<file path="src/rtl/ooo_pkg.sv">
// Shared types for the front end: fetch-queue entry layout and fetch FSM states.
package ooo_pkg;

    localparam int INSTR_BYTES = 4;

    typedef struct packed {
        logic [31:0] pc;
        logic [31:0] instr;
    } fq_entry_t;

    typedef enum logic [1:0] {
        FETCH,
        WAIT,
        DROP
    } fetch_state_t;

endpackage

</file>
<file path="src/rtl/fetch_queue.sv">
// Circular buffer of {pc, instr} pairs between fetch and issue.
// A flush empties the buffer and overrides any same-cycle push or pop.
module fetch_queue
    import ooo_pkg::*;
#(
    parameter int FQ_DEPTH = 4
) (
    input  logic                        clk,
    input  logic                        rst_n,
    input  logic                        push,
    input  fq_entry_t                   push_data,
    input  logic                        pop,
    input  logic                        flush,
    output fq_entry_t                   head_data,
    output logic [$clog2(FQ_DEPTH):0]   count,
    output logic                        empty,
    output logic                        full
);

    localparam int PTR_W = $clog2(FQ_DEPTH);
    localparam int CNT_W = PTR_W + 1;

    fq_entry_t        mem [FQ_DEPTH];
    logic [PTR_W-1:0] head;
    logic [PTR_W-1:0] tail;
    logic             do_push;
    logic             do_pop;

    assign empty     = (count == '0);
    assign full      = (count == CNT_W'(FQ_DEPTH));
    assign do_push   = push & ~full & ~flush;
    assign do_pop    = pop & ~empty & ~flush;
    assign head_data = mem[head];

    // Power-of-two depth lets the pointers wrap by plain overflow.
    always_ff @(posedge clk) begin
        if (!rst_n) begin
            head  <= '0;
            tail  <= '0;
            count <= '0;
        end else if (flush) begin
            head  <= '0;
            tail  <= '0;
            count <= '0;
        end else begin
            if (do_push) tail <= tail + 1'b1;
            if (do_pop)  head <= head + 1'b1;
            count <= count + CNT_W'(do_push) - CNT_W'(do_pop);
        end
    end

    always_ff @(posedge clk) begin
        if (do_push) mem[tail] <= push_data;
    end

endmodule

</file>
<file path="src/rtl/fetch_unit.sv">
// Fetch front end: owns the fetch PC, keeps one instruction-memory request in
// flight and buffers returned words for issue. Redirects flush everything.
//
// state | meaning
// FETCH | may issue a request for pc when the queue has room
// WAIT  | one request accepted, response will be pushed into the queue
// DROP  | one request accepted but made stale by a redirect; response discarded
module fetch_unit
    import ooo_pkg::*;
#(
    parameter logic [31:0] RESET_PC = 32'h0000_0000,
    parameter int          FQ_DEPTH = 4
) (
    input  logic        clk,
    input  logic        rst_n,
    input  logic        redirect_valid,
    input  logic [31:0] redirect_pc,
    output logic        imem_req_valid,
    input  logic        imem_req_ready,
    output logic [31:0] imem_addr,
    input  logic        imem_resp_valid,
    input  logic [31:0] imem_resp_data,
    output logic        fq_valid,
    output logic [31:0] fq_pc,
    output logic [31:0] fq_instr,
    input  logic        fq_ready
);

    localparam int CNT_W = $clog2(FQ_DEPTH) + 1;

    fetch_state_t     state;
    logic [31:0]      pc;
    logic [31:0]      req_pc;
    fq_entry_t        push_entry;
    fq_entry_t        head;
    logic [CNT_W-1:0] fq_count;
    logic             fq_empty;
    logic             fq_full;
    logic             push;
    logic             pop;

    // Requesting only below full keeps a slot free for the single in-flight response.
    assign imem_req_valid = (state == FETCH) && (fq_count < CNT_W'(FQ_DEPTH)) && !redirect_valid;
    assign imem_addr      = {pc[31:2], 2'b00};

    assign push       = (state == WAIT) && imem_resp_valid && !redirect_valid && !fq_full;
    assign pop        = fq_ready && !fq_empty && !redirect_valid;
    assign push_entry = '{pc: req_pc, instr: imem_resp_data};

    assign fq_valid = !fq_empty;
    assign fq_pc    = head.pc;
    assign fq_instr = head.instr;

    always_ff @(posedge clk) begin
        if (!rst_n) begin
            state  <= FETCH;
            pc     <= RESET_PC;
            req_pc <= RESET_PC;
        end else if (redirect_valid) begin
            pc <= redirect_pc & ~32'h0000_0003;
            case (state)
                FETCH:   state <= FETCH;
                WAIT:    state <= imem_resp_valid ? FETCH : DROP;
                DROP:    state <= imem_resp_valid ? FETCH : DROP;
                default: state <= FETCH;
            endcase
        end else begin
            case (state)
                FETCH: begin
                    if (imem_req_valid && imem_req_ready) begin
                        req_pc <= pc;
                        pc     <= pc + 32'(INSTR_BYTES);
                        state  <= WAIT;
                    end
                end
                WAIT: begin
                    if (imem_resp_valid) state <= FETCH;
                end
                DROP: begin
                    if (imem_resp_valid) state <= FETCH;
                end
                default: state <= FETCH;
            endcase
        end
    end

    fetch_queue #(
        .FQ_DEPTH (FQ_DEPTH)
    ) u_fetch_queue (
        .clk       (clk),
        .rst_n     (rst_n),
        .push      (push),
        .push_data (push_entry),
        .pop       (pop),
        .flush     (redirect_valid),
        .head_data (head),
        .count     (fq_count),
        .empty     (fq_empty),
        .full      (fq_full)
    );

endmodule

</file>
<file path="config.mk">
export PLATFORM = sky130hd
export DESIGN_NAME = fetch_unit
export DESIGN_NICKNAME = d
export VERILOG_FILES = /design/src/rtl/ooo_pkg.sv /design/src/rtl/fetch_queue.sv /design/src/rtl/fetch_unit.sv
export SDC_FILE = /design/constraint.sdc
export NUM_CORES = 1
export LEC_CHECK = 0
export CORE_MARGIN = 2
export CORE_UTILIZATION = 40
export DETAILED_ROUTE_END_ITERATION = 10
export PLACE_DENSITY = 0.72
export REMOVE_ABC_BUFFERS = 1
export SLEW_MARGIN = 20
export SYNTH_ARGS = -nofsm -noshare
export SYNTH_HDL_FRONTEND = slang
export SYNTH_SLANG_ARGS = --single-unit
</file>
<file path="constraint.sdc">
create_clock -name clk -period 3.3 [get_ports clk]
set_input_delay 0.33 -clock clk [delete_from_list [all_inputs] [get_ports clk]]
set_output_delay 0.33 -clock clk [all_outputs]
set_load 0.02 [all_outputs]
</file>
==> flow_results.org <==
** Run status
- The run finished with clean final reports.

** Power and ir drop
- In this run the static leakage power is 4.970 nW.
- Across the VDD grid, the largest voltage drop is 457.1 µV.
- Total design power :: roughly 8.3 mW
- Ratio of total power to cell area :: roughly 530 nW/µm²

** STA
- Between clock sinks in the finished design, the worst skew comes to 0.02214 ns.
- Final-layout worst hold slack :: approximately 0.36 ns
- Setup TNS after final layout :: 0 ns
- Time the final worst path needs with I/O delays and setup :: 2.848 ns
- Hold Vio Cnt, Final :: 0
- Max Clk Rate :: between 0.3 and 0.4 GHz
- Setup repair after global routing left no endpoint under its margin.
- For the pin with the worst max-slew slack, the measured transition is 0.7378 ns.
- The final count of pins violating max slew was 0.
- Crit share post-route :: 0.8630
- The worst pin sits at a relative slew slack of 0.5066.
- Finish-stage setup viols :: 0

** Synth
- After synthesis, the mean cell area works out to 16.80 µm².
- By area, the combinational part of the netlist is dominated by multiplexers.
- Post-Synth Adder-Cell Area :: 0.01081
- Fraction of synthesized cell area in xor and xnor cells :: 0.01856
- In the post-synthesis netlist, the biggest area contributors are edfxtp_1, dfxtp_1, mux4_2, nand2_1, a21oi_1.
- Synthesized-area fraction occupied by ao, oa, aoi and oai cells :: 0.04172
- Library cells used by synthesis :: 51
- Top FF cell, synth :: edfxtp_1
- Share of synthesized area occupied by flip-flops and latches :: 0.7230
- Register bit total from synthesis :: around 320
- Area fraction in and, or, nand and nor cells after synthesis :: 0.07099
- Combined area of all synthesized cells :: 12270 µm²
- The synthesized design contains 248 enable-type register cells.
- The biggest area contributor in the post-synthesis netlist is edfxtp_1.
- During synthesis, Yosys emitted a total of 0 warnings.
- After synthesis, the share of cell area in mux cells is 0.1155.
- Fraction of synthesis flops using an asynchronous set or reset pin :: 0
- Of the post-synthesis cell area, the dominant cell type holds 0.6071.
- Commonest cells in the netlist :: edfxtp_1, nand2_1, dfxtp_1, mux4_2, a21oi_1
- Library cell with the highest instance count after synthesis :: edfxtp_1
- Number of instances in the synthesized netlist :: 730

** Routing
- Using the TritonRoute via totals, the vias-per-cell ratio works out to 5.237.
- Sum of routed wire length over all layers :: 26260 µm
- Initial detailed-routing violation count :: 601
- After detailed routing, the average wire length per cell comes to 19.85 µm.
- Once detail routing completed, the nets flagged for antenna violations numbered 0.
- DRT Pass-1 Iters :: 5
- Via count of the routed design :: 6929
- Count of unresolved DRC violations after routing :: 0

** Setup path
- Data on the critical path is required at its endpoint by 2.97 ns.
- The worst setup path is captured at a primary output.
- The critical path in this run is classified as flip-flop to primary output.
- STA puts the critical path data arrival time at 2.52 ns.
- Maximum fanout count along the critical path :: 22
- STA classifies the critical path startpoint as a flip-flop.

** Clocking
- Master cell of the clock root buffer :: clkbuf_16
- TritonCTS clock tree :: done
- The clock net in this run drives a total of 319 sinks.
- Clock latency reported for the late side of the worst-skew pair :: 0.56 ns
- Count of instances resized after the clock tree is built :: 0
- In this run the number of H-tree levels came out at 1.
- Total of hold buffers inserted after clock tree synthesis :: 0
- The clock passes through at most 3 buffers.
- Post-CTS Setup Bufs :: 0
- CTS buffer count :: 31
- After clock tree synthesis, the clock-pin slew on the worst setup and hold paths is 0.07 ns.

** Cells and area
- In the final layout, flip-flops and latches occupy approximately 9000 µm².
- Net count, final :: 983
- In the final layout, the multi-input gates occupy 3184 µm².
- The repair_antennas step left the layout with diodes totalling 0.
- Fill count :: 2515
- The finished cells cover roughly 15000 µm².
- Number of standard cells in the final layout excluding fillers :: 1323
- The area growth from synthesis to layout is 25.82%.
- Of the cells placed in the final design, the portion with a size suffix greater than 1 is 0.1478.

** Die
- The region available for standard cell placement spans around 30000 µm².
- The floorplan has 64 rows.
- Die footprint :: 32080 µm²
- Initial core utilization :: 0.4031
- roughly 170 I/O pins were placed.
- Die Width :: around 180 µm
- Die outline height :: 179.1 µm

** Flow run
- The tool flagged a number of max-cap violations equal to 0.

** Placed design
- Including well taps, the total number of placed cells is 1266.
- At the end of routability-driven placement, the weighted congestion stood at around 0.78.
- Detailed Place HPWL :: ~16000 µm
- # port buffers :: 161
- After detailed placement, the total cell area comes to 14430 µm².

** Global routing
- First-pass GRT wire length :: 40020 µm
- Total GRT Usage :: 0.1648
- For this run the aggregate overflow at the end of global routing stands at 0.
- Pin count of the biggest net entering global routing :: 63
- Antenna violations before repair :: 0
- The via count of the first global-routing pass is 7057.

** Worst hold path
- Worst hold path class :: primary input to flip-flop
critical path, stage by stage (launching register included):
cell and delay, ns:
dfxtp_4 0.36, buf_4 0.42, mux4_2 0.61, clkdlybuf4s50_1 0.56
power breakdown:
group | switching, mW | total, mW | leakage [nW] | internal [mW]
Sequential | 0.0668 | 4.42 | 2.85 | 4.35
Combinational | 0.185 | 0.354 | 1.63 | 0.170
Clock | 1.42 | 3.48 | 0.490 | 2.06
Total | 1.68 | 8.26 | 4.97 | 6.58
metrics by stage:
stage               setup slack, ns  utilization
detailed placement           0.6161       0.4741
global route                 0.3093       0.5072
global placement             0.6506       0.4741
finish                       0.4520       0.5072
CTS                          0.3769       0.5072
floorplan                   -0.4034            -
final cells by class:
cell class,instances,share of cell area
clock buffer,40,0.05310
clock inverter,17,0.01224
inverter,10,0.002432
multi-input combinational,364,0.2063
sequential,319,0.5751
tap,396,0.03210
timing repair buffer,177,0.1187
layer usage:
metal  vias to the layer above  wire [µm]  GRT usage
li1                       3190          -          -
met1                      3468      11530     0.2267
met2                       232      12600     0.2729
met3                        39       1645    0.03011
met4                         0        488    0.03898
met5                         -          0          0
kinds of logic (layout without fill, tap and decap cells):
group | Yosys count | after routing
multiplexers | 64 | 64
AO/OA/AOI/OAI | 89 | 89
AND/OR/NAND/NOR | 171 | 171
buffers and inverters | 50 | 244
XOR/XNOR | 26 | 26
other | 1 | 4
flip-flops | 319 | 319
adder cells (fa/ha/maj) | 10 | 10
layout by cell type (no fill, tap or decap), drive strengths merged, types with 10 or more instances in the layout:
cell             n
xor2            20
edfxtp         248
buf             16
inv             11
clkbuf          40
nand3           16
nand2           79
a21oi           52
clkinv          10
nand4           13
nor2            22
o21ai           16
clkdlybuf4s50  161
mux4            62
dfxtp           71
sequential cells by signal, summed over array words and instances, names as in the netlist, named ones only:
signal / flops
u_fetch_queue.head: 2
state: 2
u_fetch_queue.tail: 2
u_fetch_queue.mem: 248
req_pc: 30
u_fetch_queue.count: 3
pc: 30
path summary, 6_finish.rpt:
check,from,endpoint,slack [ns],cells past startpoint
min reg2reg,req_pc[8],req_pc[8],0.50,2
max,flip-flop,fq_pc[19],0.45,3
max reg2reg,state[1],u_fetch_queue.mem[0][18],1.00,6
min,redirect_pc[6],pc[6],0.36,3
(Power assumes the default switching activity.)
==> variant 1 (same settings) <==
The 3 states of `fetch_state_t` get a one-hot encoding in 3 bits.
--- a/src/rtl/ooo_pkg.sv
+++ b/src/rtl/ooo_pkg.sv
@@ -9,8 +9,8 @@
     } fq_entry_t;
 
-    typedef enum logic [1:0] {
-        FETCH,
-        WAIT,
-        DROP
+    typedef enum logic [2:0] {
+        FETCH = 3'b001,
+        WAIT  = 3'b010,
+        DROP  = 3'b100
     } fetch_state_t;
 
Formal check against the unedited RTL: same outputs for any inputs over 4 cycles, from zero or initial values and one cycle with rst_n low; so few cycles prove little.
==> variant 1 against the original RTL <==
Via count is 5.8% higher; sequential power is essentially flat; synthesized area grew 0.74%; sequential cell count grew 1; sequential share of layout area fell by 1.4 points; count of clock-buffer cells in the layout up 2; power is 7.4% higher; setup slack lost 0.094 ns; wire length grew 5.8%; final area increased by 2.7%; largest power group unchanged.
==> variant 1: results (changes against the original RTL) <==
run status finished clean; final WL 27.8 mm (+5.8%); All-Layer GR Usage 17.2% (+0.76 points); post-synth cell types 56 (+9.8%); met2 Usage GRT 27.5% (+0.22 points); # nets final 1,017 (+3.5%); GP Congestion 0.800 (+2.6%); Worst-Skew Late Latency 0.50 ns (-0.06 ns); Worst-path clk slew 0.06 ns; Non-Filler Instances 1,360 (+2.8%); routing usage on met3 3.95% (+0.94 points); CTS H-tree depth 2 (+1); Slowest cell on crit path mux4_2; CP max FO 15 (-32%); CTS Buf Count 35 (+13%); fill count 2,467 (-1.9%); vias in the first global route 7,333 (+3.9%); Post-synth top cells edfxtp_1 (248), nand2_1 (94), dfxtp_1 (72); layout cell share with drive strength beyond 1 16.4% (+1.6 points); Seq/Total Area, Yosys 71.9% (-0.37 points); Placed Area 14,600 sq um (+1.3%); met1 usage 23.8% (+1.2 points); top cells by area, synth edfxtp_1 (60%), dfxtp_1 (12%), mux4_2 (11%); R2R Path Start pc[2]; vias per cell 5.39 (+2.9%); static leakage 4.96 nW (-0.11%); Slew @ Worst Pin 0.638 ns (-0.0996 ns); skew final 0.0148 ns (-0.00737 ns); slowest stage delay, CP 0.59 ns (-0.02 ns); first-pass GRT wire length 43.6 mm (+8.9%); DPL Wire Length 17.5 mm (+6.7%); Placed Instances 1,298 (+2.5%); largest net degree at the start of global routing 51 (-19%); peak supply drop 0.297 mV (-35%); Mapped Cells 760 (+4.1%); Iter 0 DRT Violations 683 (+14%)
==> variant 1: critical path, delay by kind of cell (launching register included) <==
| kind | cells | cell delay (ns) |
|---|---|---|
| buf+inv | 2 | 0.93 |
| flops | 1 | 0.57 |
| mux | 1 | 0.59 |
==> variant 1: power breakdown <==
group | switching (mW) | internal [mW]
sequential | 0.0614 | 4.35
clock | 1.52 | 2.60
combinational | 0.169 | 0.159
total | 1.75 | 7.11
==> variant 1: cells by family (layout without fill, tap and decap cells) <==
logic type / count (synthesis) / in the layout / share of synthesized area (%)
flops: 320 / 320 / 71.9
xor+xnor: 14 / 14 / 0.992
other cells: 1 / 4 / 0.0303
mux: 65 / 65 / 11.6
fa+ha+maj: 8 / 8 / 0.871
compound gates: 103 / 103 / 5.26
simple gates: 187 / 187 / 7.14
buf+inv: 62 / 263 / 2.20
==> variant 1: final timing paths <==
| kind | slack (ns) | endpoint |
|---|---|---|
| hold reg to reg | 0.50 | req_pc[28] |
| setup / recovery | 0.36 | fq_pc[14] |
| hold / removal | 0.40 | pc[9] |
| setup reg to reg | 0.78 | pc[28] |
==> variant 1: cell type report <==
class | instances | area, sq um | share of cell area (%)
inverters | 14 | 52.6 | 0.331
flip-flops and latches | 320 | 8900 | 56.1
well taps | 396 | 495 | 3.12
clock inverters | 20 | 262 | 1.65
repair buffers | 187 | 1940 | 12.3
multi-input cells | 381 | 3220 | 20.3
clock buffers | 42 | 985 | 6.21
==> variant 1: per-stage QoR <==
stage	hold slack [ns]	setup TNS [ns]	utilization, %	setup WS (ns)	total power [mW]
after floorplan	0.392	-25.01	-	-0.403	4.60
after global placement	0.475	0	47.9	0.531	4.82
after detailed placement	0.488	0	47.9	0.556	4.82
after CTS	0.378	0	52.0	0.291	8.97
after global routing	0.396	0	52.0	0.200	9.14
final	0.399	0	52.0	0.358	8.86
==> variant 1: layer usage <==
metal | wire length [um] | up-vias
li1 | - | 3317
met1 | 11900 | 3619
met2 | 13200 | 352
met3 | 2170 | 43
met4 | 518 | 0
met5 | 0 | -
==> variant 2 (same settings) <==
Without the edit above. `FQ_DEPTH` is set to 4 in 2 places; all go to 2.
--- a/src/rtl/fetch_queue.sv
+++ b/src/rtl/fetch_queue.sv
@@ -4,5 +4,5 @@
     import ooo_pkg::*;
 #(
-    parameter int FQ_DEPTH = 4
+    parameter int FQ_DEPTH = 2
 ) (
     input  logic                        clk,
--- a/src/rtl/fetch_unit.sv
+++ b/src/rtl/fetch_unit.sv
@@ -10,5 +10,5 @@
 #(
     parameter logic [31:0] RESET_PC = 32'h0000_0000,
-    parameter int          FQ_DEPTH = 4
+    parameter int          FQ_DEPTH = 2
 ) (
     input  logic        clk,
Behaviour: no difference found for any inputs over 4 cycles, from zero or initial values and one cycle with rst_n low; that may be too few to reach the edited logic, so the function may still have changed.
==> variant 2 against the original RTL <==
Setup slack improved by 0.15 ns; highest routed layer unchanged; sequential cell count fell by 128; utilization increased by 2.5 points; wire length shrank 36%; worst hold slack improved by 0.037 ns; critical path type unchanged; final area is 34% lower; power decreased by 40%; synthesized area down 37%.
==> variant 2: results (changes against the original RTL) <==
vias in the first global route 4,850 (-31%); run status finished clean; peak supply drop 0.336 mV (-27%); final WL 16.8 mm (-36%); top cells by area, synth edfxtp_1 (48%), dfxtp_1 (17%), mux2_2 (9.0%); Placed Area 9670 sq um (-33%); met2 Usage GRT 27.7% (+0.45 points); # nets final 828 (-16%); CTS H-tree depth 4 (+3); compound-cell area share of the yosys netlist 6.86% (+2.7 points); fill count 1,683 (-33%); DPL Wire Length 11.4 mm (-31%); max_slew headroom 65.2% (+15 points); Iter 0 DRT Violations 165 (-73%); Seq group 2.63 mW (-40%); GP Congestion 0.775 (-0.59%); CP max FO 47 (+110%); static leakage 3.58 nW (-28%); post-synth cell types 50 (-2.0%); Mapped Cells 593 (-19%); hold path depth 2 (-1); R2R setup slack 1.29 ns (+0.29 ns); first-pass GRT wire length 25.6 mm (-36%); CTS Buf Count 17 (-45%); Detail Route met2 WL 8.04 mm (-36%); Slowest cell on crit path dfxtp_2; DR WL/cell 16.3 um (-18%); final hold slack 0.401 ns (+0.0372 ns); Largest regs u_fetch_queue.mem x124, pc x30, req_pc x30; vias 5,011 (-28%); NetSw 1.09 mW (-35%); multiplexer share of the synthesized area 9.10% (-2.4 points); Placement Setup Slack 0.856 ns (+0.240 ns); layout cell share with drive strength beyond 1 15.7% (+0.89 points); WL met1 7.50 mm (-35%); routing usage on met3 5.00% (+2.0 points); met1 usage 20.3% (-2.4 points); Adder-Cell Fraction of Synth Area 0.804% (-0.28 points); skew final 0.0123 ns (-0.00982 ns); met3 wire len 1.13 mm (-32%); Post-synth top cells edfxtp_1 (124), nand2_1 (91), dfxtp_1 (67); clk buf depth 2 (-1); register area 5070 sq um (-43%)
-- variant 2: changes by cell type in the layout (fill, tap and decap cells not counted), sizes merged, moves of 8 or more --
cell	before	now
nand2	79	93
xnor2	6	19
mux2	0	62
clkbuf	40	18
xor2	20	10
a21oi	52	14
a21boi	0	32
edfxtp	248	124
mux4	62	0
o21ai	16	24
-- variant 2: worst max-delay path by stage --
stage               depth (start not counted)  slack [ns]                 endpoint           start
finish                                      3        0.61                fq_pc[25]       flip-flop
global route                                3        0.51                fq_pc[31]       flip-flop
CTS                                         3        0.57                fq_pc[24]       flip-flop
detailed placement                          7        0.86                    pc[2]  redirect_valid
global placement                            7        0.83                    pc[2]  redirect_valid
floorplan                                   4       -2.04  u_fetch_queue.mem[0][0]        state[1]
-- variant 2: final cells by class --
type / count / area share [%]
Inverter: 8 / 0.293
Clock inverter: 14 / 1.50
Timing Repair Buffer: 171 / 16.8
Multi-Input combinational cell: 364 / 24.6
Tap cell: 265 / 3.23
Clock buffer: 18 / 4.19
Sequential cell: 191 / 49.4
